$ cat config.mk
export PLATFORM = sky130hd
export DESIGN_NAME = ar_rr_arbiter
export DESIGN_NICKNAME = d
export VERILOG_FILES = /design/src/rtl/ar_rr_arbiter.sv
export SDC_FILE = /design/constraint.sdc
export NUM_CORES = 1
export LEC_CHECK = 0
export ABC_AREA = 1
export CAP_MARGIN = 15
export CORE_MARGIN = 10
export CORE_UTILIZATION = 35
export CTS_CLUSTER_DIAMETER = 200
export DETAILED_ROUTE_END_ITERATION = 8
export GPL_TIMING_DRIVEN = 0
export PLACE_DENSITY = 0.76
export SLEW_MARGIN = 5
export SYNTH_ARGS = -nofsm -noshare
export SYNTH_HDL_FRONTEND = slang
export SYNTH_SLANG_ARGS = --single-unit
$ cat constraint.sdc
create_clock -name aclk -period 1.7 [get_ports aclk]
set_clock_uncertainty 0.15 [all_clocks]
set_input_delay 0.17 -clock aclk [delete_from_list [all_inputs] [get_ports aclk]]
set_output_delay 0.17 -clock aclk [all_outputs]
set_load 0.02 [all_outputs]
$ cat src/rtl/ar_rr_arbiter.sv
// ar_rr_arbiter: round-robin AR arbiter with index-prefixed ARID and outstanding-burst cap
// Ports: aclk/arst (sync, active-high); req_ar* packed per-requester AR inputs, slice k = requester k;
// req_arready one-hot grant; m_ar* registered downstream AR with valid/ready; r_done burst-completion
// pulse; outstanding in-flight count; cnt_err sticky underflow flag.
module ar_rr_arbiter #(
  parameter int NUM_M           = 2,
  parameter int IDX_WIDTH       = 1,
  parameter int ADDR_WIDTH      = 32,
  parameter int ARID_WIDTH      = 3,
  parameter int LEN_WIDTH       = 8,
  parameter int SIZE_WIDTH      = 3,
  parameter int BURST_WIDTH     = 2,
  parameter int MAX_OUTSTANDING = 8,
  parameter int CNT_WIDTH       = 4
) (
  input  logic                              aclk,
  input  logic                              arst,
  input  logic [NUM_M*ARID_WIDTH-1:0]       req_arid,
  input  logic [NUM_M*ADDR_WIDTH-1:0]       req_araddr,
  input  logic [NUM_M*LEN_WIDTH-1:0]        req_arlen,
  input  logic [NUM_M*SIZE_WIDTH-1:0]       req_arsize,
  input  logic [NUM_M*BURST_WIDTH-1:0]      req_arburst,
  input  logic [NUM_M-1:0]                  req_arvalid,
  output logic [NUM_M-1:0]                  req_arready,
  output logic [IDX_WIDTH+ARID_WIDTH-1:0]   m_arid,
  output logic [ADDR_WIDTH-1:0]             m_araddr,
  output logic [LEN_WIDTH-1:0]              m_arlen,
  output logic [SIZE_WIDTH-1:0]             m_arsize,
  output logic [BURST_WIDTH-1:0]            m_arburst,
  output logic                              m_arvalid,
  input  logic                              m_arready,
  input  logic                              r_done,
  output logic [CNT_WIDTH-1:0]              outstanding,
  output logic                              cnt_err
);
  localparam int SW = IDX_WIDTH + 2;
  localparam int MW = IDX_WIDTH + ARID_WIDTH;
  typedef enum logic {IDLE, SEND} state_t;
  state_t state_q, state_d;
  logic [IDX_WIDTH-1:0] last_q, last_d, gnt;
  logic [SW-1:0] base, off, sum;
  logic [2*NUM_M-1:0] rot;
  logic [ARID_WIDTH-1:0] sel_id;
  logic [ADDR_WIDTH-1:0] sel_addr, addr_q, addr_d;
  logic [LEN_WIDTH-1:0] sel_len, len_q, len_d;
  logic [SIZE_WIDTH-1:0] sel_size, size_q, size_d;
  logic [BURST_WIDTH-1:0] sel_burst, burst_q, burst_d;
  logic [MW-1:0] arid_q, arid_d;
  logic [CNT_WIDTH-1:0] cnt_q, cnt_d;
  logic err_q, err_d, req_hs, m_hs;
  // rotate valids so bit 0 is the requester just after the last grant
  assign base = {2'b0, last_q} + SW'(1);
  assign rot = {req_arvalid, req_arvalid} >> base;
  always_comb begin
    off = '0;
    for (int i = NUM_M - 1; i >= 0; i--) if (rot[i]) off = SW'(i);
  end
  assign sum = base + off;
  assign gnt = IDX_WIDTH'(sum >= SW'(NUM_M) ? sum - SW'(NUM_M) : sum);
  // blocking uses the registered count, so a completion re-enables grant a cycle later
  assign req_hs = state_q == IDLE && cnt_q < CNT_WIDTH'(MAX_OUTSTANDING) && |req_arvalid;
  assign req_arready = req_hs ? NUM_M'(1) << gnt : '0;
  assign m_hs = state_q == SEND && m_arready;
  always_comb begin
    sel_id = '0;
    sel_addr = '0;
    sel_len = '0;
    sel_size = '0;
    sel_burst = '0;
    for (int k = 0; k < NUM_M; k++) begin
      if (gnt == IDX_WIDTH'(k)) begin
        sel_id = req_arid[k*ARID_WIDTH +: ARID_WIDTH];
        sel_addr = req_araddr[k*ADDR_WIDTH +: ADDR_WIDTH];
        sel_len = req_arlen[k*LEN_WIDTH +: LEN_WIDTH];
        sel_size = req_arsize[k*SIZE_WIDTH +: SIZE_WIDTH];
        sel_burst = req_arburst[k*BURST_WIDTH +: BURST_WIDTH];
      end
    end
  end
  always_comb begin
    state_d = state_q;
    last_d = last_q;
    arid_d = arid_q;
    addr_d = addr_q;
    len_d = len_q;
    size_d = size_q;
    burst_d = burst_q;
    if (req_hs) begin
      state_d = SEND;
      arid_d = {gnt, sel_id};
      addr_d = sel_addr;
      len_d = sel_len;
      size_d = sel_size;
      burst_d = sel_burst;
    end
    if (m_hs) begin
      state_d = IDLE;
      last_d = arid_q[MW-1 -: IDX_WIDTH];
    end
    cnt_d = (m_hs && !r_done) ? cnt_q + CNT_WIDTH'(1) :
            (r_done && !m_hs && cnt_q != '0) ? cnt_q - CNT_WIDTH'(1) : cnt_q;
    err_d = err_q | (r_done && cnt_q == '0);
  end
  always_ff @(posedge aclk) begin
    if (arst) begin
      state_q <= IDLE;
      last_q <= IDX_WIDTH'(NUM_M - 1);
      arid_q <= '0;
      addr_q <= '0;
      len_q <= '0;
      size_q <= '0;
      burst_q <= '0;
      cnt_q <= '0;
      err_q <= 1'b0;
    end else begin
      state_q <= state_d;
      last_q <= last_d;
      arid_q <= arid_d;
      addr_q <= addr_d;
      len_q <= len_d;
      size_q <= size_d;
      burst_q <= burst_d;
      cnt_q <= cnt_d;
      err_q <= err_d;
    end
  end
  assign m_arvalid = state_q == SEND;
  assign m_arid = arid_q;
  assign m_araddr = addr_q;
  assign m_arlen = len_q;
  assign m_arsize = size_q;
  assign m_arburst = burst_q;
  assign outstanding = cnt_q;
  assign cnt_err = err_q;
endmodule

==> results.sh, run 1 <==
export IMPL_routedWlPerCell_um=14.44
export IMPL_hold_slack_ns=0.3097
export IMPL_core_area_um2=7807
export IMPL_hold_viol=0
export IMPL_grt_max_degree=19
export IMPL_core_rowCount=32
export IMPL_vdd_drop_max_v=0.0005595
export IMPL_r2r_start="outstanding[3]$_SDFFE_PP0P_"
export IMPL_cp_max_fo=6
export IMPL_ys_seq_area_frac=0.3958
export IMPL_numCtsBuffers=5
export IMPL_clkTransAtPathRegs_ns=0.10
export IMPL_required_ns=1.38
export IMPL_antenna_found_initial=0
export IMPL_grt_pass1_vias=3251
export IMPL_endpoint_kind="output pin"
export IMPL_via_per_inst=4.558
export IMPL_place_congestion=0.8500
export IMPL_p_comb_frac=0.542
export IMPL_htreeDepth=2
export IMPL_die_w_um=110.0
export IMPL_avgSynthCellArea_um2=6.105
export IMPL_initial_core_util=0.3628
export IMPL_pwr_share_seq=0.301
export IMPL_dieHeight_um=110.0
export IMPL_cts_root_buf="clkbuf_8"
export IMPL_hp_class="flop to flop"
export IMPL_power_density_nw_per_um2=1236
export IMPL_clock_sinks=56
export IMPL_num_vias=3396
export IMPL_grt_ovfl_total=0
export IMPL_outcome="complete, no violations"
export IMPL_drtIter0Drc=150
export IMPL_syn_area_um2=2833
export IMPL_relSlewSlack=0.6379
export IMPL_netlist_instances=464
export IMPL_p_int_w=0.003645
export IMPL_min_period_ns=1.670
export IMPL_ios=159
export IMPL_io_buffers=158
export IMPL_maxCapViolations=0
export IMPL_max_freq_ghz=0.5988
export IMPL_nNetsFinal=747
export IMPL_antenna_left=0
export IMPL_power_share_clock=0.157
export IMPL_setup_violations=0
export IMPL_cts_tree="done"
export IMPL_clk_insertion_delay_late_ns=0.30
export IMPL_startpoint_type="flop"
export IMPL_fill_cells=713
export IMPL_p_sw_w=0.002420
export IMPL_maxSlewViolCount=0
export IMPL_drc_errors=0
export IMPL_drive_gt1_frac=0.08865
export IMPL_grt_usage=0.1674
export IMPL_wl_um=10760
export IMPL_rsz0062_at_grt="yes"
export IMPL_switching_share=0.3990
export IMPL_post_route_period_util=0.9823
export IMPL_p_leak_nw=2.432
export IMPL_min_from="cnt_err$_SDFF_PP0_"
export IMPL_area_growth_pct=73.23
export IMPL_worst_pin_slew_ns=0.5431
export IMPL_cp_startpoint="outstanding[3]$_SDFFE_PP0P_"
export IMPL_antennaDiodeCount=0
export IMPL_syn_nets=569
export IMPL_ctsHoldBuffers=0
export IMPL_critPathKind="flop to output pin"
export IMPL_firstDrtPassIters=5
export IMPL_die_area_um2=12090
export IMPL_final_core_util=0.6285
export IMPL_hpwl_um=8139
export IMPL_clk_path_buf_depth=2
export IMPL_yosysUniqueCellTypes=19
export IMPL_ys_seq_elements=56
export IMPL_arrival_ns=1.35
export IMPL_grt_pass1_wl_um=16410
export IMPL_synth_warnings=0
## per-stage QoR
stage | setup slack [ns] | area, um^2 | cells | setup TNS (ns) | power, W
2_1_floorplan | 0.1149 | 2834 | 464 | 0 | 0.003492
3_3_place_gp | -0.8448 | 4543 | 724 | -16.88 | 0.004717
3_5_place_dp | -0.8635 | 4543 | 724 | -17.56 | 0.004775
4_1_cts | -0.04847 | 4768 | 737 | -0.09227 | 0.005898
5_1_grt | -0.04503 | 4907 | 745 | -0.07527 | 0.006524
6_report | 0.03005 | 4907 | 745 | 0 | 0.006065
## cell families (layout without fill, tap and decap cells)
kind of cell | count (synthesis) | in the layout | share of synthesized area
compound gates | 10 | 10 | 0.02385
xor+xnor | 1 | 1 | 0.003092
fa+ha+maj | 3 | 3 | 0.01590
buf+inv | 84 | 263 | 0.1193
flops | 56 | 56 | 0.3958
simple gates | 310 | 310 | 0.4421
## worst max-delay path, stage by stage (launching register included)
cell and delay, ns:
dfxtp_4 0.38, nor2_4 0.14, o21ai_4 0.11, inv_2 0.10, buf_6 0.12, nand2_4 0.05, inv_2 0.05, buf_6 0.11
## cell usage after synthesis
cell | number | share of area
a21oi_1 | 3 | 0.0053
nor2_2 | 2 | 0.0044
o21a_1 | 1 | 0.0027
inv_2 | 1 | 0.0013
buf_2 | 12 | 0.021
clkbuf_1 | 10 | 0.013
buf_4 | 2 | 0.0053
o21ai_2 | 2 | 0.0062
fa_1 | 1 | 0.0071
nand3_1 | 65 | 0.11
dfxtp_1 | 56 | 0.40
nor2_1 | 117 | 0.16
nand2_1 | 125 | 0.17
ha_1 | 2 | 0.0088
inv_1 | 59 | 0.078
xor2_1 | 1 | 0.0031
nand4_1 | 1 | 0.0022
o211ai_2 | 1 | 0.0044
o21ai_0 | 3 | 0.0053
## worst paths after layout
kind / end / slack [ns] / depth (start not counted)
max: req_arready[1] / 0.03 / 7
min: cnt_err$_SDFF_PP0_ / 0.31 / 2
min reg2reg: cnt_err$_SDFF_PP0_ / 0.31 / 2
max reg2reg: m_araddr[19]$_SDFFE_PP0N_ / 0.12 / 9
## power groups by stage
stage          Sequential [W]  Combinational, W  Clock, W
6_report              0.00183           0.00329  0.000950
5_1_grt               0.00186           0.00363   0.00103
4_1_cts               0.00181           0.00311  0.000976
3_5_place_dp          0.00183           0.00295         0
3_3_place_gp          0.00181           0.00290         0
2_1_floorplan         0.00217           0.00132         0
## registers in the layout, indices dropped and copies added, names as in the netlist
signal / cells
last_q: 1
m_arid: 4
m_arlen: 8
outstanding: 4
m_arvalid: 1
m_arburst: 2
m_araddr: 32
m_arsize: 3
cnt_err: 1
## cell usage in the layout, fill, tap and decap left out, types with 3 or more instances in the layout
| cell | instances |
|---|---|
| clkdlybuf4s50_1 | 151 |
| clkbuf_1 | 4 |
| dlygate4sd2_1 | 3 |
| clkbuf_8 | 7 |
| nand3_1 | 64 |
| clkbuf_4 | 6 |
| o21ai_0 | 3 |
| inv_1 | 58 |
| buf_4 | 18 |
| clkbuf_2 | 5 |
| a21oi_1 | 3 |
| buf_6 | 4 |
| dfxtp_1 | 53 |
| dfxtp_4 | 3 |
| nor2_1 | 117 |
| nand2_1 | 123 |
## final cells by class
class	count	area, um^2	area share
Clock buffer	7	96.34	0.01963
Sequential cell	56	1132	0.2308
Multi-Input combinational cell	324	1443	0.2940
Tap cell	102	127.6	0.02601
Inverter	60	225.2	0.04589
Buffer	21	147.6	0.03009
Clock inverter	1	30.03	0.006119
Timing Repair Buffer	174	1705	0.3475
## per-layer routing
layer / global-route usage / part of all wire
met1: 0.1975 / 0.42
met2: 0.2773 / 0.46
met3: 0.07022 / 0.11
met4: 0.03625 / 0.0099
met5: 0 / 0
## repair_timing
action	CTS	global route
endpoints found under the setup margin	25	45
pin swaps	3	5
setup buffers	6	10
resized for setup	30	29
No activity file was read; power rests on OpenSTA's default activity.
==> run 2, diff against run 1 <==
--- a/config.mk
+++ b/config.mk
@@ -12,6 +12,7 @@
 export CTS_CLUSTER_DIAMETER = 200
 export DETAILED_ROUTE_END_ITERATION = 8
 export GPL_TIMING_DRIVEN = 0
+export HOLD_SLACK_MARGIN = 0.08
 export PLACE_DENSITY = 0.76
 export SLEW_MARGIN = 5
 export SYNTH_ARGS = -nofsm -noshare
==> results of run 2 <==
Same layout as run 1: the final DEF is identical, and so are final timing and power.
